==> config.mk <==
export PLATFORM = sky130hd
export DESIGN_NAME = hk_spi_passthru_flat
export DESIGN_NICKNAME = d
export VERILOG_FILES = /design/src/rtl/hk_spi_passthru_if.sv /design/src/rtl/hk_spi_passthru.sv /design/src/flat_wrapper.sv
export SDC_FILE = /design/constraint.sdc
export NUM_CORES = 1
export LEC_CHECK = 0
export BUFFER_PORTS_ARGS = -buffer_cell sky130_fd_sc_hd__buf_2
export CAP_MARGIN = 20
export CORE_MARGIN = 2
export CORE_UTILIZATION = 50
export DETAILED_ROUTE_END_ITERATION = 12
export PLACE_DENSITY_LB_ADDON = 0.05
export SLEW_MARGIN = 15
export SYNTH_ARGS = -nofsm -noshare
export SYNTH_HDL_FRONTEND = slang
export SYNTH_SLANG_ARGS = --single-unit
==> constraint.sdc <==
create_clock -name clock -period 2.8 [get_ports clock]
set_input_delay 0.14 -clock clock [delete_from_list [all_inputs] [get_ports clock]]
set_output_delay 0.14 -clock clock [all_outputs]
set_load 0.01 [all_outputs]
==> src/rtl/hk_spi_passthru_if.sv <==
// Host-side SPI bus of the housekeeping slave: clock, select, data in/out
// and the output-enable that tells the pad when sdo is being driven.
interface hk_spi_passthru_if;
  logic sck;
  logic csb;
  logic sdi;
  logic sdo;
  logic sdo_oe;

  modport master (output sck, output csb, output sdi, input sdo, input sdo_oe);
  modport slave  (input sck, input csb, input sdi, output sdo, output sdo_oe);
endinterface

==> src/rtl/hk_spi_passthru.sv <==
// Housekeeping SPI slave sampled on the system clock. Holds a small ID and
// control register file, drives cpu_reset, and can hand the host SPI bus
// straight through to an external user flash.
module hk_spi_passthru #(
  parameter logic [11:0] MFGR_ID    = 12'h456,
  parameter logic [7:0]  PRODUCT_ID = 8'h11,
  parameter logic [31:0] USER_ID    = 32'h0
) (
  input  logic               clock,
  input  logic               resetb,
  hk_spi_passthru_if.slave   spi,
  output logic               pt_csb,
  output logic               pt_sck,
  output logic               pt_sdo,
  input  logic               pt_sdi,
  output logic               pt_active,
  output logic               cpu_reset
);

  typedef enum logic [2:0] {IDLE, CMD, ADDR, DATA, PASS, HOLD} state_t;

  state_t      state_q, state_d;
  logic [2:0]  sck_q;
  logic [1:0]  csb_q;
  logic [1:0]  sdi_q;
  logic [2:0]  cnt_q, cnt_d;
  logic [6:0]  rx_q, rx_d;
  logic [7:0]  tx_q, tx_d;
  logic [7:0]  addr_q, addr_d;
  logic        rd_q, rd_d;
  logic        wr_q, wr_d;
  logic        oe_q, oe_d;
  logic        pt_q, pt_d;
  logic [7:0]  s8_q, s8_d, s9_q, s9_d, sa_q, sa_d;
  logic        r0b_q, r0b_d;

  logic        sck_s, csb_s, sdi_s, sck_rise, last_bit;
  logic [7:0]  rx_byte;

  // Register-file read mux; unmapped addresses read zero.
  function automatic logic [7:0] rd_byte(input logic [7:0] a);
    case (a)
      8'h01:   rd_byte = {4'h0, MFGR_ID[11:8]};
      8'h02:   rd_byte = MFGR_ID[7:0];
      8'h03:   rd_byte = PRODUCT_ID;
      8'h04:   rd_byte = USER_ID[31:24];
      8'h05:   rd_byte = USER_ID[23:16];
      8'h06:   rd_byte = USER_ID[15:8];
      8'h07:   rd_byte = USER_ID[7:0];
      8'h08:   rd_byte = s8_q;
      8'h09:   rd_byte = s9_q;
      8'h0A:   rd_byte = sa_q;
      8'h0B:   rd_byte = {7'h00, r0b_q};
      default: rd_byte = 8'h00;
    endcase
  endfunction

  assign sck_s    = sck_q[1];
  assign csb_s    = csb_q[1];
  assign sdi_s    = sdi_q[1];
  assign sck_rise = sck_q[1] & ~sck_q[2];
  assign last_bit = (cnt_q == 3'd7);
  assign rx_byte  = {rx_q, sdi_s};

  // Two-flop synchronizers for the asynchronous host pins, plus one extra
  // sck stage for rising-edge detection.
  always_ff @(posedge clock or negedge resetb) begin
    if (!resetb) begin
      sck_q <= 3'b000;
      csb_q <= 2'b11;
      sdi_q <= 2'b00;
    end else begin
      sck_q <= {sck_q[1:0], spi.sck};
      csb_q <= {csb_q[0], spi.csb};
      sdi_q <= {sdi_q[0], spi.sdi};
    end
  end

  // State and datapath registers.
  always_ff @(posedge clock or negedge resetb) begin
    if (!resetb) begin
      state_q <= IDLE;
      cnt_q   <= 3'd0;
      rx_q    <= 7'd0;
      tx_q    <= 8'd0;
      addr_q  <= 8'd0;
      rd_q    <= 1'b0;
      wr_q    <= 1'b0;
      oe_q    <= 1'b0;
      pt_q    <= 1'b0;
      s8_q    <= 8'd0;
      s9_q    <= 8'd0;
      sa_q    <= 8'd0;
      r0b_q   <= 1'b0;
    end else begin
      state_q <= state_d;
      cnt_q   <= cnt_d;
      rx_q    <= rx_d;
      tx_q    <= tx_d;
      addr_q  <= addr_d;
      rd_q    <= rd_d;
      wr_q    <= wr_d;
      oe_q    <= oe_d;
      pt_q    <= pt_d;
      s8_q    <= s8_d;
      s9_q    <= s9_d;
      sa_q    <= sa_d;
      r0b_q   <= r0b_d;
    end
  end

  // Frame sequencing: byte assembly, command decode, register access.
  always_comb begin
    state_d = state_q;
    cnt_d   = cnt_q;
    rx_d    = rx_q;
    tx_d    = tx_q;
    addr_d  = addr_q;
    rd_d    = rd_q;
    wr_d    = wr_q;
    oe_d    = oe_q;
    pt_d    = pt_q;
    s8_d    = s8_q;
    s9_d    = s9_q;
    sa_d    = sa_q;
    r0b_d   = r0b_q;

    if (csb_s) begin
      // Deselect abandons any partial byte but keeps register contents.
      state_d = IDLE;
      cnt_d   = 3'd0;
      oe_d    = 1'b0;
      pt_d    = 1'b0;
    end else if (state_q == IDLE) begin
      state_d = CMD;
    end else if (sck_rise) begin
      cnt_d = cnt_q + 3'd1;
      rx_d  = rx_byte[6:0];
      if (state_q == DATA && oe_q)
        tx_d = {tx_q[6:0], 1'b0};
      if (last_bit) begin
        case (state_q)
          CMD: begin
            case (rx_byte)
              8'h80:   begin wr_d = 1'b1; rd_d = 1'b0; state_d = ADDR; end
              8'h40:   begin wr_d = 1'b0; rd_d = 1'b1; state_d = ADDR; end
              8'hC0:   begin wr_d = 1'b1; rd_d = 1'b1; state_d = ADDR; end
              8'hC2:   begin pt_d = 1'b1; state_d = PASS; end
              default: state_d = HOLD;
            endcase
          end
          ADDR: begin
            addr_d  = rx_byte;
            state_d = DATA;
            if (rd_q) begin
              tx_d = rd_byte(rx_byte);
              oe_d = 1'b1;
            end
          end
          DATA: begin
            // Write lands on the byte's own address; read-back preloads the
            // following address, so read/write mode writes back in place.
            if (wr_q) begin
              case (addr_q)
                8'h08:   s8_d  = rx_byte;
                8'h09:   s9_d  = rx_byte;
                8'h0A:   sa_d  = rx_byte;
                8'h0B:   r0b_d = rx_byte[0];
                default: ;
              endcase
            end
            addr_d = addr_q + 8'd1;
            if (rd_q)
              tx_d = rd_byte(addr_q + 8'd1);
          end
          default: ;
        endcase
      end
    end
  end

  // Pass-thru is a purely combinational path gated by the engaged flag.
  assign pt_active  = pt_q;
  assign pt_csb     = ~pt_q;
  assign pt_sck     = spi.sck & pt_q;
  assign pt_sdo     = spi.sdi & pt_q;
  assign spi.sdo    = pt_q ? pt_sdi : (oe_q & tx_q[7]);
  assign spi.sdo_oe = pt_q | oe_q;
  assign cpu_reset  = r0b_q;

endmodule

==> src/flat_wrapper.sv <==
// flat-port wrapper written by rule: the top's interface ports become plain ports
module hk_spi_passthru_flat 
#(
  parameter logic [11:0] MFGR_ID    = 12'h456,
  parameter logic [7:0]  PRODUCT_ID = 8'h11,
  parameter logic [31:0] USER_ID    = 32'h0
)
  (clock, resetb, pt_csb, pt_sck, pt_sdo, pt_sdi, pt_active, cpu_reset, spi_sck, spi_csb, spi_sdi, spi_sdo, spi_sdo_oe);
  hk_spi_passthru_if spi_i ();
  input  logic clock;
  input  logic resetb;
  output logic pt_csb;
  output logic pt_sck;
  output logic pt_sdo;
  input  logic pt_sdi;
  output logic pt_active;
  output logic cpu_reset;
  input wire logic [$bits(spi_i.sck)-1:0] spi_sck;
  input wire logic [$bits(spi_i.csb)-1:0] spi_csb;
  input wire logic [$bits(spi_i.sdi)-1:0] spi_sdi;
  output wire logic [$bits(spi_i.sdo)-1:0] spi_sdo;
  output wire logic [$bits(spi_i.sdo_oe)-1:0] spi_sdo_oe;
  assign spi_i.sck = spi_sck;
  assign spi_i.csb = spi_csb;
  assign spi_i.sdi = spi_sdi;
  assign spi_sdo = spi_i.sdo;
  assign spi_sdo_oe = spi_i.sdo_oe;
  hk_spi_passthru #(.MFGR_ID(MFGR_ID), .PRODUCT_ID(PRODUCT_ID), .USER_ID(USER_ID)) u_core (.clock(clock), .resetb(resetb), .spi(spi_i), .pt_csb(pt_csb), .pt_sck(pt_sck), .pt_sdo(pt_sdo), .pt_sdi(pt_sdi), .pt_active(pt_active), .cpu_reset(cpu_reset));
endmodule
# ---- Yosys cells after proc, flatten, opt, wreduce, memory -nomap -nowiden
# Index checks and enable logic that the tools add are counted.
dict set report op_classes {
  n_eq_ne 27
  reduce_logical 29
  n_addsub 2
  bitwise 9
  mux 32
}
# op count
set op_table {}
lappend op_table {{one-hot mux 8 bit (7 select lines)} 2}
lappend op_table {{== test 8 x 4 -> 1 bit, second input constant} 12}
lappend op_table {{== test 8 x 2 -> 1 bit, second input constant} 4}
lappend op_table {{2-to-1 mux 8 bit} 4}
lappend op_table {{one-hot mux 8 bit (2 select lines)} 2}
lappend op_table {{AND reduction 7 bit} 4}
lappend op_table {{== test 8 bit, second input constant} 3}
lappend op_table {{2-to-1 mux 3 bit} 7}
lappend op_table {{nonzero test 2 bit} 9}
lappend op_table {{== test 8 x 1 -> 1 bit, second input constant} 2}
lappend op_table {{AND reduction 5 bit} 3}
lappend op_table {{2-to-1 mux 1 bit} 13}
lappend op_table {{one-hot mux 3 bit (2 select lines)} 2}
lappend op_table {{AND reduction 6 bit} 2}
lappend op_table {{adder 8 x 1 -> 8 bit, second input constant} 1}
lappend op_table {{== test 8 x 7 -> 1 bit, second input constant} 1}
lappend op_table {{== test 3 x 2 -> 1 bit, second input constant} 2}
lappend op_table {{AND reduction 3 bit} 2}
lappend op_table {{nonzero test 3 bit} 2}
lappend op_table {{bitwise AND 1 bit} 4}
lappend op_table {{inverter 1 bit} 4}
lappend op_table {{one-hot mux 1 bit (2 select lines)} 2}
lappend op_table {{nonzero test 4 bit} 1}
lappend op_table {{OR reduction 2 bit} 2}
lappend op_table {{9 further kinds} 9}
dict set report word_totals {
  out_inout_bits 7
  inputBits 6
  wordCells 115
  reg_bits 65
}

# ---- Logic depth before layout (Yosys ltp)
# Gate-level depths: netlist (run 1).
dict set report logic_depth {
  ltp_word 8
  depth_mapped 10
  depth_no_buf 8
}

# ---- Worst setup path before layout (run 1)
# No wires, ideal clock.
dict set report synth_path {
  path_kind {register -> register}
  start {reg u_core.cnt_q[0]}
  end {reg u_core.wr_q}
  setup_time_ps 121
  t_required_ps 2679
  stages_incl_launch_ff 10
  arrival_ps 1870
  synth_period_minus_slack_ps 1991
  slack_ps 809
  n_path_buf 1
  path_cell_list {dfrtp_1 > ha_1 > ha_1 > buf_4 > nand3b_4 > nor4b_1 > nand3_1 > nor3_2 > nand2_1 > a22o_1}
}
dict set report synth_via {
  elab_chain_cells 2
}
# item line_no
set synth_lines {}
lappend synth_lines {{start: declaration} hk_spi_passthru.sv:26} ;# logic [2:0] cnt_q, cnt_d;
lappend synth_lines {{start signal: assignment} hk_spi_passthru.sv:97} ;# cnt_q <= cnt_d;
lappend synth_lines {{== test 3 bit} hk_spi_passthru.sv:62} ;# assign last_bit = (cnt_q == 3'd7);
lappend synth_lines {{AND reduction 6 bit (no source line)} n/a}
lappend synth_lines {{end signal: assignment} hk_spi_passthru.sv:102} ;# wr_q <= wr_d;
lappend synth_lines {{end: declaration} hk_spi_passthru.sv:31} ;# logic wr_q, wr_d;
# No other way between the ends.
# A chain may end at the register's enable or synchronous reset.

# ---- Final worst setup path (run 1)
dict set report layout_path {
  start {reg u_core.addr_q[0]}
  end {reg u_core.tx_q[0]}
}
dict set report layout_via {
  elab_chain_cells 6
  word_cells_on_any_way 12
  classes_between {1 x add/sub; 7 x eq/ne; 4 x mux}
}
# item line_no
set layout_lines {}
lappend layout_lines {{start: declaration} hk_spi_passthru.sv:29} ;# logic [7:0] addr_q, addr_d;
lappend layout_lines {{start signal: assignment} hk_spi_passthru.sv:100} ;# addr_q <= addr_d;
lappend layout_lines {{adder 8 x 1 -> 8 bit *} hk_spi_passthru.sv:174} ;# tx_d = rd_byte(addr_q + 8'd1);
lappend layout_lines {{== test 8 x 4 -> 1 bit, or another cell as far along} hk_spi_passthru.sv:42} ;# case (a)
lappend layout_lines {{one-hot mux 8 bit (7 select lines) *} hk_spi_passthru.sv:42}
lappend layout_lines {{2-to-1 mux 8 bit *} hk_spi_passthru.sv:173} ;# if (rd_q)
lappend layout_lines {{one-hot mux 8 bit (2 select lines) *} hk_spi_passthru.sv:142} ;# case (state_q)
lappend layout_lines {{2-to-1 mux 8 bit *} hk_spi_passthru.sv:141} ;# if (last_bit) begin
lappend layout_lines {{end signal: assignment} hk_spi_passthru.sv:99} ;# tx_q <= tx_d;
lappend layout_lines {{end: declaration} hk_spi_passthru.sv:28} ;# logic [7:0] tx_q, tx_d;
# Mark *: on every way between the ends. The rest lies on a longest branch, timed or not.

==> results.py, run 1 <==
metrics = {
    "final_layout": {
        "area_growth_pct": 8.92,
        "num_antenna_cells": 0,
        "layout.nets": 424,
        "fillers": 704,
        "drive_above_1_share": 0.192,
    },
    "drt": {
        "vias": 3122,
        "drt-initial-drc-count": 267,
        "remaining_drc_errors": 0,
        "wl_mm": 9.75,
        "routedWlPerCell_um": 18.8,
        "drt-pass1-iter-count": 5,
        "viasPerCell": 6.02,
        "drt.antenna.violating_nets": 0,
    },
    "run_status": {
        "status": "complete, but fails checks",
        "violations": "hold timing",
    },
    "sta": {
        "skew_ps": 9.91,
        "finalSetupViolations": 0,
        "tns_ps": 0,
        "min_period_ps": 2350,
        "post-route-period-util": 0.841,
        "fmax_mhz": 425,
        "rsz0062_at_grt": "no",
        "worstMarginPinSlew_ps": 838,
        "maxSlewHeadroom": 0.441,
        "hold_viol_final": 19,
        "holdWs_ps": -49.7,
        "drv_slew": 0,
    },
    "worst_setup_path": {
        "startpoint_type": "flop",
        "required_ps": 3040,
        "crit_cells": 8,
        "critical_path_class": "reg -> reg",
        "critPathMaxStageDelay_ps": 460,
        "reg2reg_depth": 8,
        "crit_path_cell_trace": "ha_1, buf_4, a222oi_1, nand2b_1, o32ai_1, a21oi_1, a221oi_1, o21ai_1",
        "worst-path-buf-inv": 1,
        "critPathTopFamily": "compound AO/OA/AOI/OAI gates",
        "worst-path-max-fanout": 9,
        "arrival_ps": 2590,
        "endpoint_kind": "flop",
        "slowest_stage": "dfrtp_1",
    },
    "synth": {
        "synth-adder-area-share": 0.0221,
        "yosys_warnings": 0,
        "synth_fp_nets": 416,
        "avgSynthCellArea_um2": 9.55,
        "synth_compound_area_frac": 0.201,
        "synth_seq_cells": 65,
        "synth_seq_area_share": 0.422,
        "synth_area_um2": 3860,
        "syn_inst": 404,
        "synth_top_family_by_area": "compound AO/OA/AOI/OAI gates",
        "synth_flop_cell": "dfrtp_1",
        "yosys.area.top_type_share": 0.409,
        "synth_area_leaders": "dfrtp_1 41%, mux2_2 7.0%, nand2_1 5.5%",
        "synth_common_cells": "63 x dfrtp_1, 56 x nand2_1, 24 x a21oi_1, 24 x mux2_2, 22 x nor2_1",
        "synth_area_leader_cell": "dfrtp_1",
        "synth_most_common_cell": "dfrtp_1",
        "ys_types": 64,
        "synth-simple-area-share": 0.185,
        "synthMuxAreaShare": 0.107,
        "synthXorXnorAreaFrac": 0.00681,
        "synth_edf_count": 0,
        "synth-async-reset-ratio": 1.00,
    },
    "pwr": {
        "powerDensity_nw_per_um2": 485,
        "irDropWorstVdd_mv": 0.321,
        "p_total_uw": 2040,
        "p_leak_uw": 0.00192,
    },
    "flow_run": {
        "drv_cap": 0,
    },
    "clocking": {
        "cts.sinks": 65,
        "ctsLongestPathBuffers": 2,
        "tritoncts": "done",
        "path_clk_slew_ps": 80,
        "clk_latency_ps": 350,
        "numCtsBuffers": 9,
        "htree_levels": 3,
        "cts_root_buf": "clkbuf_8",
        "postCtsSetupBuffers": 0,
    },
    "placement": {
        "dp_hpwl_mm": 6.82,
        "gp_congestion": 0.938,
        "io_buffers": 12,
    },
    "global_route": {
        "grt_max_degree": 66,
        "antenna_found_initial": 0,
        "grt_pass1_wl_mm": 16.4,
        "overflow": 0,
        "grt_pass1_vias": 3066,
        "grt_usage": 0.250,
    },
    "floorplan": {
        "start_util": 0.507,
        "io_pins": 13,
        "die_y_um": 91.8,
        "rows": 32,
        "dieArea_um2": 8430,
        "coreArea_um2": 7610,
        "die_x_um": 91.8,
    },
    "min_path": {
        "hp-class": "in -> async",
    },
}
-- stage by stage --
step | hold WS, ps | std cells | utilization | setup slack, ps | instance area [um^2]
CTS | 4.03 | 519 | 0.552 | 502 | 4200
global route | 73.3 | 519 | 0.552 | 251 | 4200
finish | -49.7 | 519 | 0.552 | 446 | 4200
floorplan | -156 | 404 | - | 809 | 3860
detailed placement | 248 | 500 | 0.521 | 501 | 3970
global placement | 246 | 500 | 0.521 | 598 | 3970
-- path summary, 6_finish.rpt --
kind	from	end	slack, ps
setup reg to reg	u_core.addr_q[0]	u_core.tx_q[0]	450
hold reg to reg	u_core.sdi_q[0]	u_core.sdi_q[1]	350
setup / recovery	u_core.addr_q[0]	u_core.tx_q[0]	450
hold / removal	resetb	u_core.sck_q[0]	-50
min in group clock	u_core.sdi_q[0]	u_core.sdi_q[1]	350
max in group asynchronous	resetb	u_core.state_q[0]	2270
-- cells in the final DEF, fill, tap and decap left out, drive strengths merged, types with 4 or more instances in the layout --
cell type / Yosys / final
dfrtp: 63 / 63
nand2: 60 / 60
mux2: 26 / 26
o21ai: 25 / 25
buf: 20 / 25
a21oi: 24 / 24
nor2: 22 / 22
nor3: 13 / 13
mux2i: 12 / 12
inv: 11 / 12
o22ai: 10 / 10
clkbuf: 11 / 10
a22oi: 8 / 8
a31oi: 6 / 6
ha: 6 / 6
nor2b: 5 / 5
a222oi: 5 / 5
and2: 5 / 5
nand3: 5 / 5
and3: 4 / 4
a211oi: 4 / 4
a22o: 4 / 4
-- layout make-up --
type / instances / area (um^2) / area share
multi-input combinational: 297 / 2010 / 0.479
sequential: 65 / 1630 / 0.388
timing repair buffer: 28 / 188 / 0.0447
clock buffer: 10 / 138 / 0.0328
tap: 102 / 128 / 0.0304
clock inverter: 6 / 66.3 / 0.0158
inverter: 11 / 41.3 / 0.00983
-- flip-flops by register name, summed over array words and instances (netlist names) --
signal,count
u_core.addr_q,8
u_core.s8_q,8
u_core.s9_q,8
u_core.sa_q,8
u_core.tx_q,8
u_core.rx_q,7
u_core.cnt_q,3
u_core.sck_q,3
u_core.state_q,3
u_core.csb_q,2
u_core.sdi_q,2
u_core.cpu_reset,1
u_core.oe_q,1
u_core.pt_active,1
u_core.rd_q,1
u_core.wr_q,1
-- report_power, final --
| part | internal, uW | switching (uW) | total [uW] |
|---|---|---|---|
| Combinational | 65.6 | 123 | 189 |
| Sequential | 963 | 51.1 | 1010 |
| Clock | 437 | 398 | 834 |
| Total | 1470 | 572 | 2040 |
-- layer usage --
layer | global-route usage | part of all wire | vias up
met4 | 0.0833 | 0.022 | 0
met3 | 0.0477 | 0.047 | 17
met1 | 0.371 | 0.47 | 1533
met5 | 0 | 0 | -
met2 | 0.369 | 0.46 | 76
li1 | - | - | 1496
-- cell families after synthesis --
group	Yosys count
AO/OA/AOI/OAI	113
XOR/XNOR	3
adder cells (fa/ha/maj)	7
buffers and inverters	42
flip-flops	65
multiplexers	38
AND/OR/NAND/NOR	136
-- what timing repair did --
item                                    CTS  global route
hold endpoints to repair                  3             0
resized for setup                         0             0
endpoints found under the setup margin    0             0
hold buffers                              3             0
Power figures use the tool's default switching activity.
==> inputs of run 2 (changes only) <==
Settings changed: ABC_AREA from default to 1.
Clock period 2.8 ns to 2.4 ns, I/O delays scaled along.
==> run 2 against run 1 <==
The run now ends clean. Sequential share of layout area shrank 2.2 points. Sequential power rose by 34%. Highest routed layer unchanged. Core utilization is 3.4 points higher. Critical path type unchanged. Register-to-register slack lost 240 ps. Count of clock-buffer cells in the layout fell by 1.
==> results.py, run 2 <==
metrics = {
    "clocking": {
        "htree_levels": 3,
        "numCtsBuffers": 9,
        "ctsLongestPathBuffers": 2,
        "clk_latency_ps": 340,
        "tritoncts": "done",
        "path_clk_slew_ps": 80,
        "cts.sinks": 65,
        "cts_root_buf": "clkbuf_8",
    },
    "placement": {
        "dp_hpwl_mm": 7.76,
        "io_buffers": 12,
        "gp_congestion": 0.892,
        "dpl.cell_count": 655,
        "pre_cts_slack_ps": 64.7,
    },
    "synth": {
        "synth_area_leader_cell": "dfrtp_1",
        "synth_seq_area_share": 0.422,
        "ys_types": 34,
        "synth-async-reset-ratio": 1.00,
        "syn_inst": 532,
        "yosys.area.top_type_share": 0.409,
        "avgSynthCellArea_um2": 7.25,
        "synth_most_common_cell": "nand2_1",
        "synth_edf_count": 0,
        "synth_seq_cells": 65,
        "synth_flop_cell": "dfrtp_1",
        "synth_common_cells": "141 x nand2_1, 80 x inv_1, 68 x o21ai_0",
        "synth_fp_nets": 544,
        "synth_area_leaders": "dfrtp_1 41%, nand2_1 14%, o21ai_0 8.8%",
        "yosys_warnings": 0,
        "synth_area_um2": 3860,
    },
    "drt": {
        "drt-initial-drc-count": 204,
        "routedWlPerCell_um": 15.4,
        "drt-pass1-iter-count": 5,
        "viasPerCell": 5.32,
        "vias": 3612,
        "drt.antenna.violating_nets": 0,
        "wl_mm": 10.5,
        "remaining_drc_errors": 0,
    },
    "worst_setup_path": {
        "critical_path_class": "reg -> reg",
        "endpoint_kind": "flop",
        "required_ps": 2670,
        "arrival_ps": 2470,
        "worst-path-max-fanout": 8,
        "reg2reg_depth": 15,
        "startpoint_type": "flop",
    },
    "pwr": {
        "powerDensity_nw_per_um2": 693,
        "irDropWorstVdd_mv": 0.525,
        "p_leak_uw": 0.00218,
    },
    "final_layout": {
        "most-common-layout-cells": "141 x nand2_1, 80 x inv_1, 68 x o21ai_0",
        "num_antenna_cells": 0,
        "final_common_cell": "nand2_1",
        "drive_above_1_share": 0.142,
        "layout.nets": 584,
        "fillers": 708,
        "area_growth_pct": 15.6,
        "final_cells": 679,
    },
    "global_route": {
        "overflow": 0,
        "grt_pass1_vias": 3637,
        "antenna_found_initial": 0,
        "grt_pass1_wl_mm": 17.9,
        "grt_usage": 0.273,
        "grt_max_degree": 39,
    },
    "sta": {
        "hold_viol_final": 0,
        "worstMarginPinSlew_ps": 728,
        "tns_ps": 0,
        "skew_ps": 8.56,
        "maxSlewHeadroom": 0.510,
        "finalSetupViolations": 0,
        "drv_slew": 0,
        "setup_slack_ps": 201,
        "post-route-period-util": 0.916,
        "min_period_ps": 2200,
        "fmax_mhz": 455,
    },
    "floorplan": {
        "dieArea_um2": 8430,
        "die_y_um": 91.8,
        "start_util": 0.507,
        "io_pins": 13,
        "die_x_um": 91.8,
        "rows": 32,
        "coreArea_um2": 7610,
    },
    "run_status": {
        "status": "finished, final reports clean",
    },
    "min_path": {
        "hp-class": "in -> async",
    },
    "flow_run": {
        "drv_cap": 0,
    },
}
## run 2: changes by cell type in the layout (fill, tap and decap cells not counted), sizes merged, moves of 8 or more
cell	delta
nor2	+23
inv	+69
nand4	+24
a22oi	-8
nand2	+83
o22ai	-8
mux2i	-12
o21ai	+45
mux2	-26
nand3	+28
buf	+15
## run 2: worst paths after layout
path / to / slack [ps] / from
setup / recovery: u_core.tx_q[4] / 200 / u_core.addr_q[0]
hold / removal: u_core.s9_q[0] / 350 / resetb
setup reg to reg: u_core.tx_q[4] / 200 / u_core.addr_q[0]
hold reg to reg: u_core.csb_q[1] / 360 / u_core.csb_q[0]
max in group asynchronous: u_core.s9_q[4] / 1410 / resetb
min in group clock: u_core.csb_q[1] / 360 / u_core.csb_q[0]
## run 2: stage by stage
stage	instance area [um^2]	hold WS, ps	util	power, uW
after floorplan	3860	-176	-	1850
final	4460	351	0.586	3090
after global routing	4460	367	0.586	3290
after detailed placement	4150	201	0.545	2130
after CTS	4390	360	0.577	3100
after global placement	4150	181	0.545	2100
## run 2: layout make-up
| cell class | count | area [um^2] | share of cell area |
|---|---|---|---|
| Tap cell | 102 | 128 | 0.0286 |
| Clock inverter | 7 | 78.8 | 0.0177 |
| Sequential cell | 65 | 1630 | 0.365 |
| Clock buffer | 9 | 124 | 0.0278 |
| Multi-Input combinational cell | 372 | 1880 | 0.421 |
| Inverter | 80 | 300 | 0.0674 |
| Timing Repair Buffer | 44 | 323 | 0.0724 |
## run 2: worst max-delay path, cell delays in order (launching register included)
cell	delay [ps]
dfrtp_1	470
ha_4	200
nand3_2	90
o21ai_1	140
nand2_1	130
nor2_4	230
buf_4	180
buf_4	120
nand4_1	70
nand2_1	70
inv_1	40
nand2_1	70
nand3_1	70
nand2_1	70
nand2_1	60
a21oi_2	110
## run 2: kinds of logic (layout without fill, tap and decap cells)
group                    after synthesis  count (layout)  share of synthesized area
AND/OR/NAND/NOR                      258             258                      0.299
AO/OA/AOI/OAI                        106             106                      0.150
buffers and inverters                 95             140                      0.102
flip-flops                            65              65                      0.422
adder cells (fa/ha/maj)                6               6                     0.0195
XOR/XNOR                               2               2                    0.00649
## run 2: repair_timing
| action | CTS | global route |
|---|---|---|
| gates resized for setup | 0 | 7 |
| endpoints found under the hold margin | 28 | 0 |
| setup buffers | 0 | 4 |
| hold buffers | 4 | 0 |
| endpoints found under the setup margin | 0 | 8 |
## run 2: where the power goes
part / internal, uW / leakage [uW] / switching (uW)
logic: 235 / 0.00122 / 528
clock network: 489 / 0.000104 / 481
registers: 1240 / 0.000851 / 118
## run 2: routing by layer
layer	global-route usage	up-vias	routed length, um
met2	0.428	111	4760
li1	-	1818	-
met1	0.385	1664	4950
met4	0.111	0	189
met5	0	-	0
met3	0.0353	19	571
==> inputs of run 3 (changes only) <==
Settings changed: CORE_UTILIZATION 50 to 62.
==> run 3 against run 2 <==
Setup slack got worse by 22 ps. Routed wire length decreased by 1.2%. Count of clock-buffer cells in the layout increased by 1. Combinational power increased by 1%. Highest routed layer unchanged. Final cell count decreased by 4.7%. Critical endpoint is now u_core.tx_q[2]. Largest power group unchanged. Flip-flop and latch count unchanged. Sequential share of layout area increased by 0.98 points. Clock power decreased by 2.3%. Core utilization increased by 14 points. First-iteration DRC count increased by 120%.
==> results.py, run 3 (same netlist as run 2, synthesis figures left out) <==
metrics = {
    "run_status": {
        "status": "finished, final reports clean",
    },
    "worst_setup_path": {
        "startpoint_type": "flop",
        "crit_path_cell_trace": "ha_2, nand3_2, o21ai_1, nand2_2, nor2_4, buf_4, buf_4, nand4_1, nand2_1, inv_1, nand2_1, nand3_1, nand2_1, nand2_1, a21oi_2",
        "worst-path-buf-inv": 3,
        "critPathTopFamily": "simple AND/OR/NAND/NOR gates",
        "endpoint_kind": "flop",
        "critical_path_class": "reg -> reg",
        "cpMostUsedCell": "nand2_1",
        "required_ps": 2690,
        "arrival_ps": 2510,
        "slowest_stage": "dfrtp_1",
        "critPathMaxStageDelay_ps": 420,
        "worst-path-max-fanout": 8,
    },
    "clocking": {
        "htree_levels": 3,
        "path_clk_slew_ps": 80,
        "numCtsBuffers": 9,
        "cts_root_buf": "clkbuf_8",
        "tritoncts": "done",
        "clk_latency_ps": 360,
        "ctsLongestPathBuffers": 2,
        "cts.sinks": 65,
    },
    "floorplan": {
        "start_util": 0.647,
        "die_x_um": 82.9,
        "rows": 28,
        "coreArea_um2": 5960,
        "dieArea_um2": 6870,
        "io_pins": 13,
        "die_y_um": 82.9,
    },
    "sta": {
        "hold_viol_final": 0,
        "fmax_mhz": 450,
        "maxSlewHeadroom": 0.478,
        "post-route-period-util": 0.925,
        "tns_ps": 0,
        "worstMarginPinSlew_ps": 777,
        "skew_ps": 9.84,
        "rsz0062_at_grt": "no",
        "min_period_ps": 2220,
        "drv_slew": 0,
        "finalSetupViolations": 0,
    },
    "drt": {
        "viasPerCell": 5.92,
        "routedWlPerCell_um": 16.0,
        "wl_mm": 10.4,
        "drt-initial-drc-count": 446,
        "drt-pass1-iter-count": 6,
        "remaining_drc_errors": 0,
        "drt.antenna.violating_nets": 0,
        "vias": 3833,
    },
    "pwr": {
        "p_leak_uw": 0.00214,
        "irDropWorstVdd_mv": 0.698,
        "powerDensity_nw_per_um2": 709,
    },
    "placement": {
        "dp_hpwl_mm": 7.66,
        "gp_congestion": 1.00,
        "io_buffers": 12,
    },
    "final_layout": {
        "area_growth_pct": 12.6,
        "layout.nets": 579,
        "utilization": 0.729,
        "drive_above_1_share": 0.133,
        "most-common-layout-cells": "140 x nand2_1, 80 x inv_1, 68 x o21ai_0",
        "fillers": 471,
        "final_common_cell": "nand2_1",
        "num_antenna_cells": 0,
    },
    "flow_run": {
        "drv_cap": 0,
    },
    "global_route": {
        "grt_pass1_vias": 3715,
        "grt_pass1_wl_mm": 17.4,
        "grt_usage": 0.314,
        "antenna_found_initial": 0,
        "grt_max_degree": 36,
        "overflow": 0,
    },
    "min_path": {
        "hp-class": "in -> async",
    },
}
[run 3: cell types whose count changed in the layout (fill, tap and decap cells not counted), sizes merged]
cell | previous run | this run
buf | 40 | 34
nor2 | 45 | 46
clkbuf | 9 | 10
clkinv | 5 | 3
clkinvlp | 0 | 1
[run 3: report_power, final]
group / internal (uW) / switching, uW
Clock: 485 / 463
Combinational: 234 / 538
Sequential: 1240 / 119
[run 3: metrics by stage]
stage | cells | setup slack (ps) | hold WS (ps) | area (um^2) | power (uW)
2_1_floorplan | 532 | 442 | -176 | 3860 | 1850
3_3_place_gp | 623 | 214 | 165 | 4060 | 2090
3_5_place_dp | 623 | 94.6 | 180 | 4060 | 2120
4_1_cts | 643 | 88.6 | 337 | 4300 | 3050
5_1_grt | 647 | 15.4 | 370 | 4340 | 3230
6_report | 647 | 179 | 324 | 4340 | 3080
[run 3: layer usage]
layer | vias up | track usage | wire length, um
met2 | 193 | 0.485 | 4770
met1 | 1788 | 0.429 | 4440
met4 | 0 | 0.158 | 304
met5 | - | 0 | 0
met3 | 38 | 0.0557 | 839
li1 | 1814 | - | -
[run 3: area by class of cell]
cell class	instances	area, um^2	share of cell area
inverters	80	300	0.0692
multi-input cells	373	1860	0.428
well taps	75	93.8	0.0216
flip-flops and latches	65	1630	0.375
repair buffers	38	265	0.0611
clock inverters	6	68.8	0.0159
clock buffers	10	128	0.0294
[run 3: final timing paths]
check / from / end / slack (ps) / depth (start not counted)
min in group clock: u_core.sdi_q[0] / u_core.sdi_q[1] / 360 / 0
min reg2reg: u_core.sdi_q[0] / u_core.sdi_q[1] / 360 / 0
max in group asynchronous: resetb / u_core.rx_q[2] / 1730 / 3
min: resetb / u_core.tx_q[0] / 320 / 3
max reg2reg: u_core.addr_q[0] / u_core.tx_q[2] / 180 / 15
max: u_core.addr_q[0] / u_core.tx_q[2] / 180 / 15
[run 3: repair_timing]
action                                  4_1_cts  5_1_grt
buffers inserted                              0        3
hold buffers                                  4        0
hold endpoints to repair                     66        0
endpoints found under the setup margin        0        8
resized for setup                             0        4
[run 3: worst reg2reg max path, stage by stage (launching register included)]
cell and delay, ps:
dfrtp_1 420, ha_2 260, nand3_2 100, o21ai_1 180, nand2_2 140, nor2_4 190, buf_4 150, buf_4 140
nand4_1 90, nand2_1 80, inv_1 40, nand2_1 70, nand3_1 70, nand2_1 70, nand2_1 70, a21oi_2 110
